### src/rtl/frame_buffer_writer.sv
`default_nettype none
// ============================================================================
// Module      : frame_buffer_writer
// Description : Write-side front end for the frame/sprite block RAM.
//               Pixel write requests (x, y, colour) arrive over a valid/ready
//               handshake, are buffered in a small FIFO, converted to a linear
//               address (y*H_PIX + x) and written through the RAM write port.
//               A clear command fills the entire buffer with one colour after
//               all already-queued pixels have been written.
// Ports       : clk, rst                  - clock, synchronous active-high reset
//               wr_valid/wr_ready         - request handshake
//               wr_x, wr_y, wr_color      - request payload
//               clr_req, clr_color        - clear command pulse and fill colour
//               busy                      - work queued or in flight
//               clr_done                  - pulse after the last clear write
//               oob_err                   - pulse when a popped request is dropped
//               mem_we, mem_addr, mem_din - registered RAM write port
// Revision    : 1.0 - initial release
// ============================================================================
module frame_buffer_writer #(
    parameter int width_base = 12,
    parameter int depth_base = 10,
    parameter int H_PIX      = 32,
    parameter int V_PIX      = 32,
    parameter int X_BITS     = 6,
    parameter int Y_BITS     = 6,
    parameter int FIFO_DEPTH = 4
) (
    input  logic                  clk,
    input  logic                  rst,
    input  logic                  wr_valid,
    output logic                  wr_ready,
    input  logic [X_BITS-1:0]     wr_x,
    input  logic [Y_BITS-1:0]     wr_y,
    input  logic [width_base-1:0] wr_color,
    input  logic                  clr_req,
    input  logic [width_base-1:0] clr_color,
    output logic                  busy,
    output logic                  clr_done,
    output logic                  oob_err,
    output logic                  mem_we,
    output logic [depth_base-1:0] mem_addr,
    output logic [width_base-1:0] mem_din
);

    // FIFO_DEPTH is a power of two (>= 2) so the pointers wrap naturally.
    localparam int PTR_W = $clog2(FIFO_DEPTH);

    localparam logic [PTR_W:0]        c_fifo_depth = (PTR_W+1)'(FIFO_DEPTH);
    localparam logic [X_BITS:0]       c_x_lim      = (X_BITS+1)'(H_PIX);
    localparam logic [Y_BITS:0]       c_y_lim      = (Y_BITS+1)'(V_PIX);
    localparam logic [depth_base-1:0] c_h_pix      = depth_base'(H_PIX);
    // One bit wider than the address so the terminal count is representable.
    localparam logic [depth_base:0]   c_total      = (depth_base+1)'(H_PIX*V_PIX);

    typedef enum logic [1:0] {
        ST_IDLE  = 2'd0,
        ST_WRITE = 2'd1,
        ST_CLEAR = 2'd2
    } state_t;

    state_t                r_state;
    logic                  r_clr_pending;
    logic [width_base-1:0] r_clr_color;
    logic [depth_base:0]   r_clr_cnt;

    // Request FIFO storage and bookkeeping.
    logic [X_BITS-1:0]     r_fifo_x [FIFO_DEPTH];
    logic [Y_BITS-1:0]     r_fifo_y [FIFO_DEPTH];
    logic [width_base-1:0] r_fifo_c [FIFO_DEPTH];
    logic [PTR_W-1:0]      r_wptr;
    logic [PTR_W-1:0]      r_rptr;
    logic [PTR_W:0]        r_count;

    logic                  w_empty;
    logic                  w_full;
    logic                  w_push;
    logic                  w_pop;
    logic [X_BITS-1:0]     w_head_x;
    logic [Y_BITS-1:0]     w_head_y;
    logic [width_base-1:0] w_head_c;
    logic                  w_in_range;
    logic [depth_base-1:0] w_head_addr;

    assign w_empty  = (r_count == '0);
    assign w_full   = (r_count == c_fifo_depth);

    // Depends on registered state only, never on wr_valid.
    assign wr_ready = !w_full && !r_clr_pending && (r_state != ST_CLEAR);

    assign w_push   = wr_valid && wr_ready;
    assign w_pop    = (r_state == ST_WRITE) && !w_empty;

    assign w_head_x = r_fifo_x[r_rptr];
    assign w_head_y = r_fifo_y[r_rptr];
    assign w_head_c = r_fifo_c[r_rptr];

    assign w_in_range = ({1'b0, w_head_x} < c_x_lim) && ({1'b0, w_head_y} < c_y_lim);

    // Modular arithmetic: the low depth_base bits of the wider product/sum are
    // identical, so computing directly at address width gives the truncated
    // linear address.
    assign w_head_addr = ({{(depth_base-Y_BITS){1'b0}}, w_head_y} * c_h_pix)
                       + {{(depth_base-X_BITS){1'b0}}, w_head_x};

    assign busy = !w_empty || r_clr_pending || (r_state != ST_IDLE) || mem_we;

    // FIFO payload storage; no reset needed, validity tracked by r_count.
    always_ff @(posedge clk) begin
        if (w_push) begin
            r_fifo_x[r_wptr] <= wr_x;
            r_fifo_y[r_wptr] <= wr_y;
            r_fifo_c[r_wptr] <= wr_color;
        end
    end

    always_ff @(posedge clk) begin
        if (rst) begin
            r_state       <= ST_IDLE;
            r_clr_pending <= 1'b0;
            r_clr_color   <= '0;
            r_clr_cnt     <= '0;
            r_wptr        <= '0;
            r_rptr        <= '0;
            r_count       <= '0;
            mem_we        <= 1'b0;
            mem_addr      <= '0;
            mem_din       <= '0;
            oob_err       <= 1'b0;
            clr_done      <= 1'b0;
        end else begin
            mem_we   <= 1'b0;
            oob_err  <= 1'b0;
            clr_done <= 1'b0;

            if (w_push) begin
                r_wptr <= r_wptr + 1'b1;
            end
            if (w_pop) begin
                r_rptr <= r_rptr + 1'b1;
            end
            r_count <= r_count + {{PTR_W{1'b0}}, w_push} - {{PTR_W{1'b0}}, w_pop};

            // A clear already pending or running swallows further commands
            // without touching the latched colour.
            if (clr_req && !r_clr_pending && (r_state != ST_CLEAR)) begin
                r_clr_pending <= 1'b1;
                r_clr_color   <= clr_color;
            end

            case (r_state)
                ST_IDLE: begin
                    // Queued pixels take priority so that a request accepted
                    // alongside clr_req is still written before the fill.
                    if (!w_empty) begin
                        r_state <= ST_WRITE;
                    end else if (r_clr_pending) begin
                        r_state   <= ST_CLEAR;
                        r_clr_cnt <= '0;
                    end
                end

                ST_WRITE: begin
                    if (!w_empty) begin
                        if (w_in_range) begin
                            mem_we   <= 1'b1;
                            mem_addr <= w_head_addr;
                            mem_din  <= w_head_c;
                        end else begin
                            oob_err  <= 1'b1;
                        end
                    end else if (r_clr_pending) begin
                        r_state   <= ST_CLEAR;
                        r_clr_cnt <= '0;
                    end else begin
                        r_state <= ST_IDLE;
                    end
                end

                ST_CLEAR: begin
                    if (r_clr_cnt != c_total) begin
                        mem_we    <= 1'b1;
                        mem_addr  <= r_clr_cnt[depth_base-1:0];
                        mem_din   <= r_clr_color;
                        r_clr_cnt <= r_clr_cnt + 1'b1;
                    end else begin
                        // Last address was written on the previous edge.
                        clr_done      <= 1'b1;
                        r_clr_pending <= 1'b0;
                        r_state       <= ST_IDLE;
                    end
                end

                default: begin
                    r_state <= ST_IDLE;
                end
            endcase
        end
    end

endmodule
`default_nettype wire

### config.mk
export PLATFORM = sky130hd
export DESIGN_NAME = frame_buffer_writer
export DESIGN_NICKNAME = d
export VERILOG_FILES = /design/src/rtl/frame_buffer_writer.sv
export SDC_FILE = /design/constraint.sdc
export NUM_CORES = 1
export LEC_CHECK = 0
export CELL_PAD_IN_SITES_DETAIL_PLACEMENT = 1
export CELL_PAD_IN_SITES_GLOBAL_PLACEMENT = 1
export CORE_ASPECT_RATIO = 1.4
export CORE_MARGIN = 2
export CORE_UTILIZATION = 44
export CTS_BUF_LIST = sky130_fd_sc_hd__clkbuf_4
export DETAILED_ROUTE_END_ITERATION = 10
export PLACE_DENSITY_LB_ADDON = 0.25
export SLEW_MARGIN = 5
export SYNTH_ARGS = -nofsm -noshare
export SYNTH_HDL_FRONTEND = slang
export SYNTH_SLANG_ARGS = --single-unit
export TNS_END_PERCENT = 100
### constraint.sdc
create_clock -name clk -period 2.65 [get_ports clk]
set_input_delay 0.53 -clock clk [delete_from_list [all_inputs] [get_ports clk]]
set_output_delay 0.53 -clock clk [all_outputs]
set_load 0.02 [all_outputs]
==> impl_metrics.ini, run 1 <==
[placement]
placed_cell_area_um2 = 7330
dp_hpwl_um = 9230
port_buffers = 66
place_congestion = 0.797
dp_slack_ns = -0.0498

[timing]
finalCriticalPeriod_ns = 2.60
setup_violations = 0
hold_viol = 0
tightestPinTransition_ns = 0.596
fmax_ghz = 0.385
drv_slew = 0
slew_headroom = 0.603
fin_crit_sh = 0.981
fin_skew_ns = 0.0202
setup_ws_ns = 0.0502
rsz0062_at_grt = true

[grt]
grt_usage = 0.186
overflow = 0
grt_pass1_vias = 4346
grt_antenna_before_repair = 1
grt_pass1_wl_um = 22400
grt_max_degree = 48

[power_and_ir_drop]
vdd_drop_max_uv = 381
power_leakage_uw = 0.00256
p_per_area_nw_per_um2 = 871
power_uw = 6690

[cells_and_area]
area_growth_pct = 19.8
fin_util = 0.534
final_layout_size_suffix_gt1_frac = 0.203
layout.nets = 602
layout_common_cells = edfxtp_1 (96), nand2_1 (71), clkdlybuf4s50_1 (63)
final_common_cell = edfxtp_1
final_area_um2 = 7680

[floorplanning]
die_y_um = 147
pin_count = 67
core-area_um2 = 14400
die_w_um = 106
core.rowCount = 52
initial_core_util = 0.446
die_area_um2 = 15600

[logic_synthesis]
postSynthAreaPerCell_um2 = 13.7
ys_ff_latch = 156
ys_warn_count = 0
synth-edff-count = 96
syn_inst = 468
syn_nets = 522
syn_area_um2 = 6410
synth_flop_cell = edfxtp_1
yosysSeqAreaShare = 0.637
synth_cell_types = 47
ys_async_sr_fraction = 0

[clock_tree]
numCtsBuffers = 17
clk_pin_slew_ns = 0.15
cts_htree_levels = 4
clock_latency_ns = 0.55
cts.sinks = 156
postCtsHoldBufs = 0
tritoncts = done
cts.path.max_buffers = 2
root_buffer = clkbuf_4

[routing]
via_count = 3918
drc = 0
routed_wl_um = 13500
firstDrtPassIters = 4
via_per_inst = 5.22
drt-initial-drc-count = 125
wire_per_inst_um = 17.9
ant_nets = 0

[critical_path]
crit_family = simple AND/OR/NAND/NOR gates
crit_type = flip-flop to output port
cp_slowest_cell = dfxtp_1
cp-end-kind = output port
max_stage_delay_ns = 0.36
path_cells = inv_1 -> ha_1 -> nand2_1 -> or3_1 -> dlygate4sd2_1
critPathBufInv = 2
path_max_fanout = 6
required_ns = 2.12
start_kind = flip-flop
cp.arrival_ns = 2.07

[job]
maxCapViolCount = 0

[min_path]
hold_class = input port to flip-flop

[outcome]
status = finished, final reports clean
==> cells by family after synthesis <==
group	after synthesis	synth area share
adder cells (fa/ha/maj)	14	0.0285
XOR/XNOR	8	0.0109
flip-flops	156	0.637
multiplexers	31	0.0936
AO/OA/AOI/OAI	74	0.0928
AND/OR/NAND/NOR	145	0.106
buffers and inverters	40	0.0312
==> timing repair <==
| action | 4_1_cts | 5_1_grt |
|---|---|---|
| setup endpoints to repair | 4 | 14 |
| endpoints found under the hold margin | 0 | 0 |
| setup buffers | 1 | 0 |
| pin swaps | 0 | 1 |
| gates resized for setup | 3 | 4 |
| cloned | 0 | 0 |
==> where the power goes <==
group | switching, uW | internal (uW) | total (uW)
logic | 1110 | 915 | 2030
registers | 175 | 2920 | 3090
clock network | 954 | 616 | 1570
==> routing by layer <==
| metal | GRT usage | wire length [um] | vias up |
|---|---|---|---|
| met5 | 0 | 0 | - |
| met4 | 0.0559 | 124 | 0 |
| met3 | 0.0421 | 335 | 8 |
| met2 | 0.324 | 7050 | 52 |
| met1 | 0.231 | 5950 | 1962 |
| li1 | - | - | 1896 |
==> worst paths after layout <==
path	from	endpoint	slack [ns]	cells past startpoint
setup / recovery	r_state[1]$_SDFFE_PP0P_	busy	0.05	5
hold / removal	rst	r_clr_pending$_SDFF_PP0_	0.34	3
setup reg to reg	r_count[2]$_SDFF_PP0_	r_count[2]$_SDFF_PP0_	0.08	10
hold reg to reg	r_clr_color[1]$_SDFFE_PP0P_	r_clr_color[1]$_SDFFE_PP0P_	0.47	2
==> worst register-to-register path, delay by kind of cell (launching register included) <==
kind | cells | cell delay (ns)
xor+xnor | 2 | 0.31
flops | 1 | 0.40
simple gates | 3 | 0.70
buf+inv | 2 | 0.17
fa+ha+maj | 3 | 0.87
==> sequential cells by signal (all words and copies together), names as in the netlist, 2 cells and up, named ones only <==
| name | flops |
|---|---|
| r_fifo_y | 24 |
| mem_addr | 10 |
| r_rptr | 2 |
| r_clr_color | 12 |
| r_state | 2 |
| r_wptr | 2 |
| mem_din | 12 |
| r_fifo_c | 48 |
| r_count | 3 |
| r_fifo_x | 24 |
| r_clr_cnt | 11 |
==> synth_stat cells (2+ instances only) <==
| master | number | share of area |
|---|---|---|
| edfxtp_1 | 96 | 0.45 |
| nand2_1 | 71 | 0.042 |
| dfxtp_1 | 60 | 0.19 |
| a21oi_1 | 27 | 0.021 |
| nor2_1 | 25 | 0.015 |
| mux4_2 | 23 | 0.081 |
| inv_1 | 17 | 0.0099 |
| a311oi_2 | 14 | 0.033 |
| ha_1 | 13 | 0.025 |
| clkbuf_1 | 11 | 0.0064 |
| nor2_2 | 11 | 0.011 |
| o21ai_0 | 11 | 0.0086 |
| or3_1 | 9 | 0.0088 |
| buf_2 | 7 | 0.0055 |
| and3_1 | 6 | 0.0059 |
| mux2i_1 | 6 | 0.0094 |
| xnor2_1 | 6 | 0.0082 |
| buf_6 | 4 | 0.0070 |
| nand3_1 | 4 | 0.0031 |
| nand4_1 | 4 | 0.0039 |
| nor2b_1 | 4 | 0.0039 |
| a311oi_1 | 3 | 0.0041 |
| and2_1 | 3 | 0.0029 |
| a211oi_2 | 2 | 0.0039 |
| a21boi_0 | 2 | 0.0023 |
| a31oi_1 | 2 | 0.0020 |
| mux2_2 | 2 | 0.0035 |
| nor3_1 | 2 | 0.0016 |
| o21a_1 | 2 | 0.0023 |
| o311ai_0 | 2 | 0.0027 |
| o31ai_1 | 2 | 0.0023 |
| xor2_1 | 2 | 0.0027 |
==> stage by stage <==
| stage | instances | hold WS, ns | TNS [ns] |
|---|---|---|---|
| after floorplan | 468 | 0.437 | 0 |
| after global placement | 717 | 0.450 | 0 |
| after detailed placement | 717 | 0.454 | -0.0498 |
| after CTS | 750 | 0.289 | 0 |
| after global routing | 751 | 0.307 | -0.251 |
| final | 751 | 0.338 | 0 |
==> layout make-up <==
class / instances / area, um2
clock buffers: 17 / 128
well taps: 189 / 236
repair buffers: 84 / 806
clock inverters: 15 / 196
flip-flops and latches: 156 / 4090
inverters: 17 / 63.8
fillers: 1439 / 6700
diodes: 1 / 2.50
multi-input cells: 272 / 2160
Power figures use the tool's default switching activity.
==> inputs of run 2 (changes only) <==
--- a/config.mk
+++ b/config.mk
@@ -9,7 +9,7 @@
 export CELL_PAD_IN_SITES_GLOBAL_PLACEMENT = 1
 export CORE_ASPECT_RATIO = 1.4
 export CORE_MARGIN = 2
-export CORE_UTILIZATION = 44
+export CORE_UTILIZATION = 52
 export CTS_BUF_LIST = sky130_fd_sc_hd__clkbuf_4
 export DETAILED_ROUTE_END_ITERATION = 10
 export PLACE_DENSITY_LB_ADDON = 0.25
==> constraint.sdc (replaced) <==
create_clock -name clk -period 3.3 [get_ports clk]
set_input_delay 0.66 -clock clk [delete_from_list [all_inputs] [get_ports clk]]
set_output_delay 0.66 -clock clk [all_outputs]
set_load 0.02 [all_outputs]
==> impl_metrics.ini, run 2 (synthesized netlist as in run 1, its figures left out) <==
[routing]
drt-initial-drc-count = 159
via_count = 3974
ant_nets = 0
drc = 0
routed_wl_um = 13600
firstDrtPassIters = 4
via_per_inst = 5.63
wire_per_inst_um = 19.3

[timing]
fmax_ghz = 0.329
tightestPinTransition_ns = 0.583
fin_skew_ns = 0.0228
hold_viol = 0
rsz0062_at_grt = false
setup_violations = 0
drv_slew = 0
slew_headroom = 0.612
fin_tns_setup_ns = 0
setup_ws_ns = 0.261
fin_crit_sh = 0.921
finalCriticalPeriod_ns = 3.04

[clock_tree]
cts_setup_buffers = 0
cts.sinks = 156
clk_pin_slew_ns = 0.15
cts_htree_levels = 4
postCtsHoldBufs = 0
tritoncts = done
cts.path.max_buffers = 2
root_buffer = clkbuf_4
cts.repair.resized = 0
clock_latency_ns = 0.54
numCtsBuffers = 17

[critical_path]
max_stage_delay_ns = 0.60
cp.arrival_ns = 2.38
path_max_fanout = 6
required_ns = 2.64
cp_slowest_cell = clkdlybuf4s50_1
crit_cells = 6
critPathBufInv = 3
start_kind = flip-flop
cp-end-kind = output port
crit_type = flip-flop to output port
path_cells = inv_1 -> ha_1 -> nor2_1 -> a21boi_0 -> buf_4 -> clkdlybuf4s50_1
r2r-start = r_state[0]$_SDFFE_PP0P_
crit_family = buffers and inverters
startpoint = r_state[0]$_SDFFE_PP0P_
reg2reg_depth = 14

[grt]
overflow = 0
grt_antenna_before_repair = 1
grt_pass1_wl_um = 22400
grt_pass1_vias = 4196
grt_usage = 0.220
grt_max_degree = 48

[power_and_ir_drop]
p_per_area_nw_per_um2 = 706
power_uw = 5330
vdd_drop_max_uv = 459
power_leakage_uw = 0.00251

[cells_and_area]
fin_util = 0.619
reg_top3 = r_fifo_c (48), r_fifo_x (24), r_fifo_y (24)
area_growth_pct = 17.7
largest_reg_flops = 48
final_area_um2 = 7550
final_layout_size_suffix_gt1_frac = 0.186
final_common_cell = edfxtp_1
layout.nets = 596
layout_common_cells = edfxtp_1 (96), nand2_1 (71), clkdlybuf4s50_1 (65)
top_register = r_fifo_c

[placement]
dp_slack_ns = 0.420
port_buffers = 66
placed_cell_area_um2 = 7230
place_congestion = 0.822
dp_hpwl_um = 9520

[floorplanning]
die_y_um = 135
pin_count = 67
core-area_um2 = 12200
die_area_um2 = 13300
die_w_um = 97.9
core.rowCount = 48
initial_core_util = 0.526

[min_path]
min-delay-start = rst
min_path_cells = 3
hold_class = input port to flip-flop

[job]
maxCapViolCount = 0

[outcome]
status = finished, final reports clean
run 2: final cells by class:
type | count | area [um2]
Clock buffer | 17 | 128
Sequential cell | 156 | 4080
Antenna cell | 1 | 2.50
Clock inverter | 15 | 196
Multi-Input combinational cell | 272 | 2130
Fill cell | 1188 | 4640
Timing Repair Buffer | 78 | 758
Tap cell | 150 | 188
Inverter | 17 | 63.8
run 2: worst paths after layout:
kind | end | slack [ns]
setup / recovery | wr_ready | 0.26
hold / removal | r_clr_pending$_SDFF_PP0_ | 0.46
setup reg to reg | r_count[2]$_SDFF_PP0_ | 0.43
hold reg to reg | r_clr_color[11]$_SDFFE_PP0P_ | 0.47
run 2: tightest hold or removal path: cells and delay by family:
family          cells  cell delay (ns)
compound gates      1             0.12
buf+inv             2             0.19
run 2: metal layers:
metal / track usage / up-vias / part of all wire
met2: 0.378 / 61 / 0.53
met3: 0.0475 / 16 / 0.026
met5: 0 / - / 0
li1: - / 1888 / -
met4: 0.0656 / 0 / 0.013
met1: 0.281 / 2009 / 0.43
run 2: power breakdown:
group | total [uW] | switching, uW | internal [uW]
clock | 1250 | 755 | 494
combinational | 1600 | 886 | 711
sequential | 2490 | 143 | 2340
run 2: metrics by stage:
| step | hold WS (ns) | cells |
|---|---|---|
| floorplan | 0.437 | 468 |
| global placement | 0.447 | 673 |
| detailed placement | 0.453 | 673 |
| CTS | 0.418 | 705 |
| global route | 0.408 | 706 |
| finish | 0.456 | 706 |
==> inputs of run 3 (changes only) <==
--- a/config.mk
+++ b/config.mk
@@ -13,7 +13,7 @@
 export CTS_BUF_LIST = sky130_fd_sc_hd__clkbuf_4
 export DETAILED_ROUTE_END_ITERATION = 10
 export PLACE_DENSITY_LB_ADDON = 0.25
-export SLEW_MARGIN = 5
+export RECOVER_POWER = 25
 export SYNTH_ARGS = -nofsm -noshare
 export SYNTH_HDL_FRONTEND = slang
 export SYNTH_SLANG_ARGS = --single-unit
==> constraint.sdc (replaced) <==
create_clock -name clk -period 3.9 [get_ports clk]
set_input_delay 0.78 -clock clk [delete_from_list [all_inputs] [get_ports clk]]
set_output_delay 0.78 -clock clk [all_outputs]
set_load 0.02 [all_outputs]
==> impl_metrics.ini, run 3 (synthesized netlist as in run 1, its figures left out) <==
[outcome]
status = finished, final reports clean

[floorplanning]
die_area_um2 = 13300
die_y_um = 135
core.rowCount = 48
die_w_um = 97.9
core-area_um2 = 12200
initial_core_util = 0.526
pin_count = 67

[timing]
whs_ns = 0.474
fin_crit_sh = 0.872
rsz0062_at_grt = false
setup_ws_ns = 0.498
finalCriticalPeriod_ns = 3.40
slew_headroom = 0.168
setup_violations = 0
hold_viol = 0
fin_tns_setup_ns = 0
fin_skew_ns = 0.0243
drv_slew = 0
tightestPinTransition_ns = 1.24
fmax_ghz = 0.294

[clock_tree]
cts_setup_buffers = 0
tritoncts = done
postCtsHoldBufs = 0
root_buffer = clkbuf_4
cts.sinks = 156
numCtsBuffers = 17
cts.repair.resized = 0
clock_latency_ns = 0.55
clk_pin_slew_ns = 0.15
cts_htree_levels = 4
cts.path.max_buffers = 2

[critical_path]
cp.arrival_ns = 2.62
ff2ff_setup_slack_ns = 0.73
r2r-start = r_state[0]$_SDFFE_PP0P_
crit_type = flip-flop to output port
crit_family = buffers and inverters
r2r-end = r_count[2]$_SDFF_PP0_
max_stage_delay_ns = 0.72
cp-end-kind = output port
critPathBufInv = 2
startpoint = r_state[0]$_SDFFE_PP0P_
endpoint = wr_ready
required_ns = 3.12
crit_cells = 5
cp_slowest_cell = clkdlybuf4s50_1
reg2reg_depth = 13
start_kind = flip-flop
path_max_fanout = 6
path_cells = inv_1 -> ha_1 -> nor2_1 -> a21boi_0 -> clkdlybuf4s50_1

[routing]
firstDrtPassIters = 4
via_per_inst = 5.70
routed_wl_um = 14000
drt-initial-drc-count = 160
wire_per_inst_um = 19.9
drc = 0
via_count = 4021
ant_nets = 0

[grt]
grt_pass1_wl_um = 23200
grt_pass1_vias = 4468
grt_usage = 0.227
grt_antenna_before_repair = 1
grt_max_degree = 48
overflow = 0

[power_and_ir_drop]
p_per_area_nw_per_um2 = 596
vdd_drop_max_uv = 275
power_leakage_uw = 0.00251

[job]
maxCapViolCount = 0

[cells_and_area]
reg_top3 = r_fifo_c (48), r_fifo_x (24), r_fifo_y (24)
final_area_um2 = 7520
final_layout_size_suffix_gt1_frac = 0.182
largest_reg_flops = 48
final_common_cell = edfxtp_1
layout_common_cells = edfxtp_1 (96), nand2_1 (71), dfxtp_1 (60)
area_growth_pct = 17.3
top_register = r_fifo_c
fillers = 1180
layout.nets = 595

[placement]
place_congestion = 0.816
dp_slack_ns = 0.736
port_buffers = 66
dp_hpwl_um = 9850
placed_cell_area_um2 = 7210

[min_path]
min_path_cells = 2
hold_class = flip-flop to flip-flop
-- run 3: how the worst min path moves through the flow --
stage                            startpoint  slack, ns                           end
6_report       r_clr_color[11]$_SDFFE_PP0P_       0.47  r_clr_color[11]$_SDFFE_PP0P_
3_3_place_gp    r_clr_color[7]$_SDFFE_PP0P_       0.45   r_clr_color[7]$_SDFFE_PP0P_
2_1_floorplan   r_clr_color[0]$_SDFFE_PP0P_       0.44   r_clr_color[0]$_SDFFE_PP0P_
5_1_grt         r_clr_color[1]$_SDFFE_PP0P_       0.49   r_clr_color[1]$_SDFFE_PP0P_
3_5_place_dp    r_clr_color[0]$_SDFFE_PP0P_       0.45   r_clr_color[0]$_SDFFE_PP0P_
4_1_cts        r_clr_color[11]$_SDFFE_PP0P_       0.48  r_clr_color[11]$_SDFFE_PP0P_
-- run 3: area by class of cell --
type / count / area, um2 / share of cell area
clock inverter: 14 / 179 / 0.0238
antenna: 1 / 2.50 / 0.000333
sequential: 156 / 4080 / 0.543
tap: 150 / 188 / 0.0250
multi-input combinational: 272 / 2130 / 0.283
timing repair buffer: 77 / 738 / 0.0981
clock buffer: 18 / 135 / 0.0180
inverter: 17 / 63.8 / 0.00848
-- run 3: metrics by stage --
stage	total power (uW)	util	cells
final	4480	0.617	705
after global routing	4740	0.617	705
after CTS	4540	0.617	704
after detailed placement	3500	0.591	672
after global placement	3420	0.591	672
after floorplan	3030	-	468
-- run 3: worst register-to-register path, delay by kind of cell (launching register included) --
| kind | cells | cell delay, ns |
|---|---|---|
| adders and majority gates | 4 | 1.07 |
| and+or+nand+nor | 3 | 0.52 |
| AOI/OAI and AO/OA | 1 | 0.50 |
| DFF | 1 | 0.39 |
| xor gates and xnor gates | 2 | 0.36 |
| buffers and inverters | 3 | 0.20 |
-- run 3: power breakdown --
group	internal (uW)	leakage (uW)	switching (uW)
clock	418	0.000167	622
sequential	1980	0.00136	117
combinational	584	0.000977	759
-- run 3: layer usage --
layer  track usage  part of all wire
met1         0.274              0.42
met4        0.0841             0.016
met2         0.399              0.54
met3        0.0495             0.031
met5             0                 0
